==> src/rtl/pico_stream_pkg.sv <==
// pico_stream_pkg: shared tag helpers, endpoint reset sequence values and scheduler FSM states.
// No ports; imported by the scheduler, its interface and the shadow register file.
package pico_stream_pkg;
    localparam int TAG_W          = 9;
    localparam int TAG_DESC_BIT   = 8;
    localparam int TAG_ACTIVE_BIT = 7;
    localparam logic [31:0] RST_SEQ_DATA = 32'h2000;
    localparam logic [31:0] RST_SEQ_DESC = 32'h200;
    typedef enum logic [2:0] {
        ST_IDLE,
        ST_ISSUE,
        ST_WAIT,
        ST_CAPTURE,
        ST_REPORT,
        ST_POP,
        ST_HOLD
    } state_t;
    function automatic logic [TAG_W-1:0] make_tag(input logic desc, input logic [6:0] id7);
        logic [TAG_W-1:0] t;
        t = {2'b00, id7};
        t[TAG_DESC_BIT] = desc;
        t[TAG_ACTIVE_BIT] = 1'b1;
        return t;
    endfunction
endpackage

==> src/rtl/pico_stream_poll_sched_if.sv <==
// pico_stream_poll_sched_if: endpoint poll, descriptor pop and host update signals of the poll scheduler.
// master = scheduler side (drives poll/pop tags and updates), slave = endpoint/host side.
interface pico_stream_poll_sched_if;
    import pico_stream_pkg::*;
    logic             enable;
    logic [TAG_W-1:0] s_poll_id;
    logic [31:0]      s_poll_seq;
    logic [127:0]     s_poll_next_desc;
    logic             s_poll_next_desc_valid;
    logic [TAG_W-1:0] s_next_desc_rd_id;
    logic             s_next_desc_rd_en;
    logic             upd_valid;
    logic             upd_rdy;
    logic [TAG_W-1:0] upd_id;
    logic [31:0]      upd_seq;
    logic [127:0]     upd_desc;
    logic             upd_desc_valid;
    modport master (
        input  enable, s_poll_seq, s_poll_next_desc, s_poll_next_desc_valid, upd_rdy,
        output s_poll_id, s_next_desc_rd_id, s_next_desc_rd_en,
               upd_valid, upd_id, upd_seq, upd_desc, upd_desc_valid
    );
    modport slave (
        output enable, s_poll_seq, s_poll_next_desc, s_poll_next_desc_valid, upd_rdy,
        input  s_poll_id, s_next_desc_rd_id, s_next_desc_rd_en,
               upd_valid, upd_id, upd_seq, upd_desc, upd_desc_valid
    );
endinterface

==> src/rtl/pico_poll_shadow.sv <==
// pico_poll_shadow: last-reported sequence per tag, entry 2*k = data tag, 2*k+1 = desc tag of stream k.
// Ports: clk, rst (async), rd_addr_i/rd_data_o combinational read, we_i/wr_addr_i/wr_data_i write.
module pico_poll_shadow
    import pico_stream_pkg::*;
#(
    parameter int NUM_STREAMS = 4,
    parameter int AW          = $clog2(2 * NUM_STREAMS)
) (
    input  logic          clk,
    input  logic          rst,
    input  logic [AW-1:0] rd_addr_i,
    output logic [31:0]   rd_data_o,
    input  logic          we_i,
    input  logic [AW-1:0] wr_addr_i,
    input  logic [31:0]   wr_data_i
);
    localparam int DEPTH = 2 * NUM_STREAMS;
    logic [31:0] mem_q [DEPTH];
    assign rd_data_o = mem_q[rd_addr_i];
    // Reset to the endpoints' own reset counters so an untouched stream never reports.
    always_ff @(posedge clk or posedge rst) begin
        if (rst) begin
            for (int i = 0; i < DEPTH; i++) mem_q[i] <= i[0] ? RST_SEQ_DESC : RST_SEQ_DATA;
        end else if (we_i) begin
            mem_q[wr_addr_i] <= wr_data_i;
        end
    end
endmodule

==> src/rtl/pico_stream_poll_sched.sv <==
// pico_stream_poll_sched: round-robin poller that reports endpoint sequence changes and pops head descriptors.
// Ports: clk, rst (async, active-high), bus (master modport: enable, poll, pop and host update signals).
module pico_stream_poll_sched
    import pico_stream_pkg::*;
#(
    parameter int NUM_STREAMS = 4,
    parameter int FIRST_ID    = 1
) (
    input  logic clk,
    input  logic rst,
    pico_stream_poll_sched_if.master bus
);
    localparam int IW = (NUM_STREAMS > 1) ? $clog2(NUM_STREAMS) : 1;
    localparam int AW = IW + 1;
    state_t       state_q, state_d;
    logic [IW-1:0] idx_q, idx_d, idx_nx;
    logic         sel_q, sel_d;
    logic [1:0]   hold_q, hold_d;
    logic [8:0]   upd_id_q, upd_id_d;
    logic [31:0]  upd_seq_q, upd_seq_d;
    logic [127:0] upd_desc_q, upd_desc_d;
    logic         upd_dv_q, upd_dv_d;
    logic [6:0]   id7;
    logic [8:0]   cur_tag, data_tag;
    logic [31:0]  shadow_seq;
    logic         shadow_we, adv, cap_dv;
    assign id7      = 7'(FIRST_ID) + 7'(idx_q);
    assign cur_tag  = make_tag(sel_q, id7);
    assign data_tag = make_tag(1'b0, id7);
    assign idx_nx   = (idx_q == IW'(NUM_STREAMS - 1)) ? '0 : idx_q + 1'b1;
    // Head descriptors only belong to data-tag polls.
    assign cap_dv   = !sel_q && bus.s_poll_next_desc_valid;
    pico_poll_shadow #(.NUM_STREAMS(NUM_STREAMS), .AW(AW)) u_shadow (
        .clk       (clk),
        .rst       (rst),
        .rd_addr_i ({idx_q, sel_q}),
        .rd_data_o (shadow_seq),
        .we_i      (shadow_we),
        .wr_addr_i ({idx_q, sel_q}),
        .wr_data_i (upd_seq_q)
    );
    always_ff @(posedge clk or posedge rst) begin
        if (rst) begin
            state_q    <= ST_IDLE;
            idx_q      <= '0;
            sel_q      <= 1'b0;
            hold_q     <= '0;
            upd_id_q   <= '0;
            upd_seq_q  <= '0;
            upd_desc_q <= '0;
            upd_dv_q   <= 1'b0;
        end else begin
            state_q    <= state_d;
            idx_q      <= idx_d;
            sel_q      <= sel_d;
            hold_q     <= hold_d;
            upd_id_q   <= upd_id_d;
            upd_seq_q  <= upd_seq_d;
            upd_desc_q <= upd_desc_d;
            upd_dv_q   <= upd_dv_d;
        end
    end
    always_comb begin
        state_d    = state_q;
        idx_d      = idx_q;
        sel_d      = sel_q;
        hold_d     = hold_q;
        upd_id_d   = upd_id_q;
        upd_seq_d  = upd_seq_q;
        upd_desc_d = upd_desc_q;
        upd_dv_d   = upd_dv_q;
        shadow_we  = 1'b0;
        adv        = 1'b0;
        case (state_q)
            ST_IDLE:  state_d = bus.enable ? ST_ISSUE : ST_IDLE;
            ST_ISSUE: state_d = ST_WAIT;
            ST_WAIT:  state_d = ST_CAPTURE;
            ST_CAPTURE: begin
                upd_id_d   = cur_tag;
                upd_seq_d  = bus.s_poll_seq;
                upd_desc_d = sel_q ? '0 : bus.s_poll_next_desc;
                upd_dv_d   = cap_dv;
                if (bus.s_poll_seq != shadow_seq || cap_dv) state_d = ST_REPORT;
                else adv = 1'b1;
            end
            ST_REPORT: begin
                if (bus.upd_rdy) begin
                    shadow_we = 1'b1;
                    if (upd_dv_q) state_d = ST_POP;
                    else adv = 1'b1;
                end
            end
            ST_POP: begin
                hold_d  = '0;
                state_d = ST_HOLD;
            end
            ST_HOLD: begin
                if (hold_q == 2'd2) adv = 1'b1;
                else hold_d = hold_q + 2'd1;
            end
            default: state_d = ST_IDLE;
        endcase
        // Advance: data tag -> desc tag of the same stream, desc tag -> data tag of the next stream.
        if (adv) begin
            sel_d   = !sel_q;
            idx_d   = sel_q ? idx_nx : idx_q;
            state_d = bus.enable ? ST_ISSUE : ST_IDLE;
        end
    end
    assign bus.s_poll_id         = (state_q == ST_ISSUE) ? cur_tag : '0;
    assign bus.s_next_desc_rd_en = (state_q == ST_POP);
    assign bus.s_next_desc_rd_id = (state_q == ST_POP) ? data_tag : '0;
    assign bus.upd_valid         = (state_q == ST_REPORT);
    assign bus.upd_id            = upd_id_q;
    assign bus.upd_seq           = upd_seq_q;
    assign bus.upd_desc          = upd_desc_q;
    assign bus.upd_desc_valid    = upd_dv_q;
endmodule

==> src/flat_wrapper.sv <==
// flat-port wrapper written by rule: the top's interface ports become plain ports
module pico_stream_poll_sched_flat import pico_stream_pkg::*;
#(
    parameter int NUM_STREAMS = 4,
    parameter int FIRST_ID    = 1
)
  (clk, rst, bus_enable, bus_s_poll_seq, bus_s_poll_next_desc, bus_s_poll_next_desc_valid, bus_upd_rdy, bus_s_poll_id, bus_s_next_desc_rd_id, bus_s_next_desc_rd_en, bus_upd_valid, bus_upd_id, bus_upd_seq, bus_upd_desc, bus_upd_desc_valid);
  pico_stream_poll_sched_if bus_i ();
  input  logic clk;
  input  logic rst;
  input wire logic [$bits(bus_i.enable)-1:0] bus_enable;
  input wire logic [$bits(bus_i.s_poll_seq)-1:0] bus_s_poll_seq;
  input wire logic [$bits(bus_i.s_poll_next_desc)-1:0] bus_s_poll_next_desc;
  input wire logic [$bits(bus_i.s_poll_next_desc_valid)-1:0] bus_s_poll_next_desc_valid;
  input wire logic [$bits(bus_i.upd_rdy)-1:0] bus_upd_rdy;
  output wire logic [$bits(bus_i.s_poll_id)-1:0] bus_s_poll_id;
  output wire logic [$bits(bus_i.s_next_desc_rd_id)-1:0] bus_s_next_desc_rd_id;
  output wire logic [$bits(bus_i.s_next_desc_rd_en)-1:0] bus_s_next_desc_rd_en;
  output wire logic [$bits(bus_i.upd_valid)-1:0] bus_upd_valid;
  output wire logic [$bits(bus_i.upd_id)-1:0] bus_upd_id;
  output wire logic [$bits(bus_i.upd_seq)-1:0] bus_upd_seq;
  output wire logic [$bits(bus_i.upd_desc)-1:0] bus_upd_desc;
  output wire logic [$bits(bus_i.upd_desc_valid)-1:0] bus_upd_desc_valid;
  assign bus_i.enable = bus_enable;
  assign bus_i.s_poll_seq = bus_s_poll_seq;
  assign bus_i.s_poll_next_desc = bus_s_poll_next_desc;
  assign bus_i.s_poll_next_desc_valid = bus_s_poll_next_desc_valid;
  assign bus_i.upd_rdy = bus_upd_rdy;
  assign bus_s_poll_id = bus_i.s_poll_id;
  assign bus_s_next_desc_rd_id = bus_i.s_next_desc_rd_id;
  assign bus_s_next_desc_rd_en = bus_i.s_next_desc_rd_en;
  assign bus_upd_valid = bus_i.upd_valid;
  assign bus_upd_id = bus_i.upd_id;
  assign bus_upd_seq = bus_i.upd_seq;
  assign bus_upd_desc = bus_i.upd_desc;
  assign bus_upd_desc_valid = bus_i.upd_desc_valid;
  pico_stream_poll_sched #(.NUM_STREAMS(NUM_STREAMS), .FIRST_ID(FIRST_ID)) u_core (.clk(clk), .rst(rst), .bus(bus_i));
endmodule
==> config.mk <==
export PLATFORM = sky130hd
export DESIGN_NAME = pico_stream_poll_sched_flat
export DESIGN_NICKNAME = d
export VERILOG_FILES = /design/src/rtl/pico_stream_pkg.sv /design/src/rtl/pico_stream_poll_sched_if.sv /design/src/rtl/pico_poll_shadow.sv /design/src/rtl/pico_stream_poll_sched.sv /design/src/flat_wrapper.sv
export SDC_FILE = /design/constraint.sdc
export NUM_CORES = 1
export LEC_CHECK = 0
export ABC_CLOCK_PERIOD_IN_PS = 19300
export CORE_ASPECT_RATIO = 0.9
export CORE_MARGIN = 10
export CORE_UTILIZATION = 35
export CTS_CLUSTER_SIZE = 14
export DETAILED_ROUTE_END_ITERATION = 6
export HOLD_SLACK_MARGIN = 0.03
export PLACE_DENSITY = 0.54
export SLEW_MARGIN = 20
export SYNTH_ARGS = -nofsm -noshare
export SYNTH_HDL_FRONTEND = slang
export SYNTH_SLANG_ARGS = --single-unit
==> constraint.sdc <==
create_clock -name clk -period 19.3 [get_ports clk]
set_clock_uncertainty 0.15 [all_clocks]
set_input_delay 3.86 -clock clk [delete_from_list [all_inputs] [get_ports clk]]
set_output_delay 3.86 -clock clk [all_outputs]
set_load 0.02 [all_outputs]
==> impl_metrics.env <==
export IMPL_yosys_area_share_adder=0.003247
export IMPL_yosys_warnings=0
export IMPL_cts_tree="yes"
export IMPL_min_period_ns=7.099
export IMPL_worstSetupPathType="reg2out"
export IMPL_layout_common_cells="419 x dfrtp_1, 341 x clkdlybuf4s50_1, 256 x mux2_2"
export IMPL_synth_simple_area_share=0.1099
export IMPL_hold_viol_final=0
export IMPL_cap_violations=0
export IMPL_postRouteAntennaNets=0
export IMPL_via_count=12810
export IMPL_die_y_microns=242.6
export IMPL_ys_types=54
export IMPL_seqCellArea_sq_um=10780
export IMPL_p_leak_nw=11.31
export IMPL_synth_avg_cell_area_sq_um=12.33
export IMPL_drt_first_iter_violations=800
export IMPL_ys_seq_area_frac=0.5590
export IMPL_portBuffers=341
export IMPL_final_common_cell="dfrtp_1"
export IMPL_vdd_ir_drop_worst_mv=0.08781
export IMPL_clock_sinks=430
export IMPL_first_global_vias=13190
export IMPL_synth_seq_cells=430
export IMPL_ys_async_sr_fraction=1.000
export IMPL_first_pass_iters=4
export IMPL_post_cts_resized=0
export IMPL_dp_cells=2522
export IMPL_synth_xor_area_frac=0.009091
export IMPL_power_density_nw_per_um2=160.8
export IMPL_setup_viol_count_final=0
export IMPL_totalWireLength_mm=57.21
export IMPL_fillCellCount=5036
export IMPL_wire_per_inst_microns=21.89
export IMPL_layout_drive_gt1_share=0.2183
export IMPL_synth_area_leader_cell="dfrtp_1"
export IMPL_layout_cells_non_filler=2613
export IMPL_clock_fmax_mhz=140.9
export IMPL_viasPerCell=4.900
export IMPL_power_mw=3.989
export IMPL_setup_tns_ns=0
export IMPL_synthCells=1562
export IMPL_synth_edff_count=0
export IMPL_hp_class="reg2reg"
export IMPL_endpoint_kind="output port"
export IMPL_grt_setup_unrepaired="no"
export IMPL_synth_top_family_by_area="multiplexers"
export IMPL_dieArea_sq_um=64850
export IMPL_clk_latency_ns=0.59
export IMPL_required_ns=15.29
export IMPL_drc=0
export IMPL_multi_input_area_sq_um=7983
export IMPL_htree_levels=2
export IMPL_cts_root_buf="clkbuf_16"
export IMPL_finalMaxSlewViolations=0
export IMPL_start_util=0.3540
export IMPL_synthTopCellsByArea="dfrtp_1 55%, mux2_2 15%, nand2_1 4.7%, mux4_2 4.4%, nand2b_1 4.3%"
export IMPL_grt_max_degree=168
export IMPL_yosys_mux_area_fraction=0.2328
export IMPL_cts_buffers=49
export IMPL_synth_flop_cell="dfrtp_1"
export IMPL_syn_area_sq_um=19270
export IMPL_boundaryPins=355
export IMPL_core_sq_um=54420
export IMPL_clk_transition_reported_paths_ns=0.06
export IMPL_tightest_slew_ns=1.112
export IMPL_status="finished clean"
export IMPL_grt_first_pass_wirelength_mm=85.94
export IMPL_relSlewSlack=0.2558
export IMPL_antenna_found_initial=4
export IMPL_path_max_fanout=46
export IMPL_grtUsageTotal=0.1719
export IMPL_clockBufferDepth=3
export IMPL_area_growth_syn_to_layout_pct=28.78
export IMPL_cp_data_arrival_time_ns=3.09
export IMPL_cts_setup_buffers=0
export IMPL_critPathLaunchType="flop"
export IMPL_nNetsFinal=2038
export IMPL_rows=81
export IMPL_cts_hold_fix_buffers=0
export IMPL_hpwl_mm=36.98
export IMPL_synth_compound_area_share=0.05500
export IMPL_die_x_microns=267.3
export IMPL_finalCritPeriodShare=0.3678
export IMPL_gp_congestion=0.7846
export IMPL_grt_overflow=0
export IMPL_holdWs_ns=0.3226
export IMPL_synth_top_area_share=0.5481
-- flip-flops by register name, summed over array words and instances (netlist names) --
register / cells
u_core.sel_q: 1
u_core.idx_q: 2
u_core.hold_q: 2
u_core.bus.upd_desc: 128
u_core.state_q: 3
u_core.bus.upd_desc_valid: 1
u_core.bus.upd_id: 5
u_core.bus.upd_seq: 32
u_core.u_shadow.mem_q: 256
-- worst max-delay path, cell delays in order (launching register included) --
cell and delay [ns]:
dfrtp_4 0.94, inv_2 0.27, ha_1 0.47, and3_1 0.19
clkdlybuf4s50_1 0.62
-- path summary, 6_finish.rpt --
check	startpoint	end	slack (ns)	cells past startpoint
setup / recovery	u_core.idx_q[1]$_DFFE_PP0P_	bus_s_next_desc_rd_id[1]	12.20	4
hold / removal	u_core.bus.upd_id[7]$_DFFE_PP0N_	u_core.bus.upd_id[7]$_DFFE_PP0N_	0.32	1
setup reg to reg	u_core.idx_q[1]$_DFFE_PP0P_	u_core.idx_q[1]$_DFFE_PP0P_	14.92	9
hold reg to reg	u_core.bus.upd_id[7]$_DFFE_PP0N_	u_core.bus.upd_id[7]$_DFFE_PP0N_	0.32	1
max in group asynchronous	rst	u_core.sel_q$_DFFE_PP0P_	12.83	4
min in group asynchronous	rst	u_core.bus.upd_desc[48]$_DFFE_PP0N_	3.67	2
-- cell usage after synthesis, types with 2 or more instances --
master / instances
nand3_1: 7
nand3b_1: 2
nand2_1: 242
o22a_1: 2
nor2b_1: 6
a22oi_1: 19
mux2i_1: 66
and3_1: 6
xnor2_1: 18
dfrtp_1: 422
ha_1: 5
o21a_1: 3
clkbuf_1: 53
mux4_1: 2
buf_1: 24
dfstp_2: 8
a22o_1: 5
a21o_1: 4
buf_2: 10
a21oi_1: 8
buf_6: 6
nand2b_1: 131
nor2_1: 10
mux2_1: 3
nor3b_1: 6
mux2_2: 256
nor3_1: 5
buf_4: 19
inv_1: 5
xor2_1: 2
o21ai_0: 137
nand4_1: 4
mux4_2: 38
and2_1: 8
-- through the flow --
step | setup slack, ns | instance area [sq um] | utilization
CTS | 12.13 | 24800 | 0.4557
detailed placement | 12.15 | 23210 | 0.4265
floorplan | 3.328 | 19310 | -
finish | 12.20 | 24810 | 0.4559
global placement | 12.15 | 23210 | 0.4264
global route | 12.07 | 24810 | 0.4559
-- layer usage --
metal	track usage	vias up	wire (microns)
li1	-	6002	-
met1	0.2276	6408	25690
met2	0.2819	312	26690
met3	0.03760	79	3783
met4	0.04158	4	1021
met5	0	-	23
-- cell families (layout without fill, tap and decap cells) --
kind of cell / after synthesis / count (layout)
simple gates: 435 / 435
xor+xnor: 20 / 20
flops: 430 / 430
compound gates: 186 / 186
fa+ha+maj: 5 / 5
mux: 365 / 365
buf+inv: 120 / 452
other cells: 1 / 15
-- power by group --
part | internal, mW | total (mW) | switching, mW
clock | 0.544 | 0.920 | 0.376
sequential | 1.23 | 1.51 | 0.277
combinational | 0.763 | 1.56 | 0.801
total | 2.54 | 3.99 | 1.45
-- final cells by class --
class	instances	area share
well taps	705	0.03555
multi-input cells	1024	0.3217
inverters	7	0.001462
flip-flops and latches	430	0.4344
repair buffers	356	0.1426
clock buffers	75	0.05865
clock inverters	14	0.005396
diodes	2	0.0002017
No activity file was read; power rests on OpenSTA's default activity.
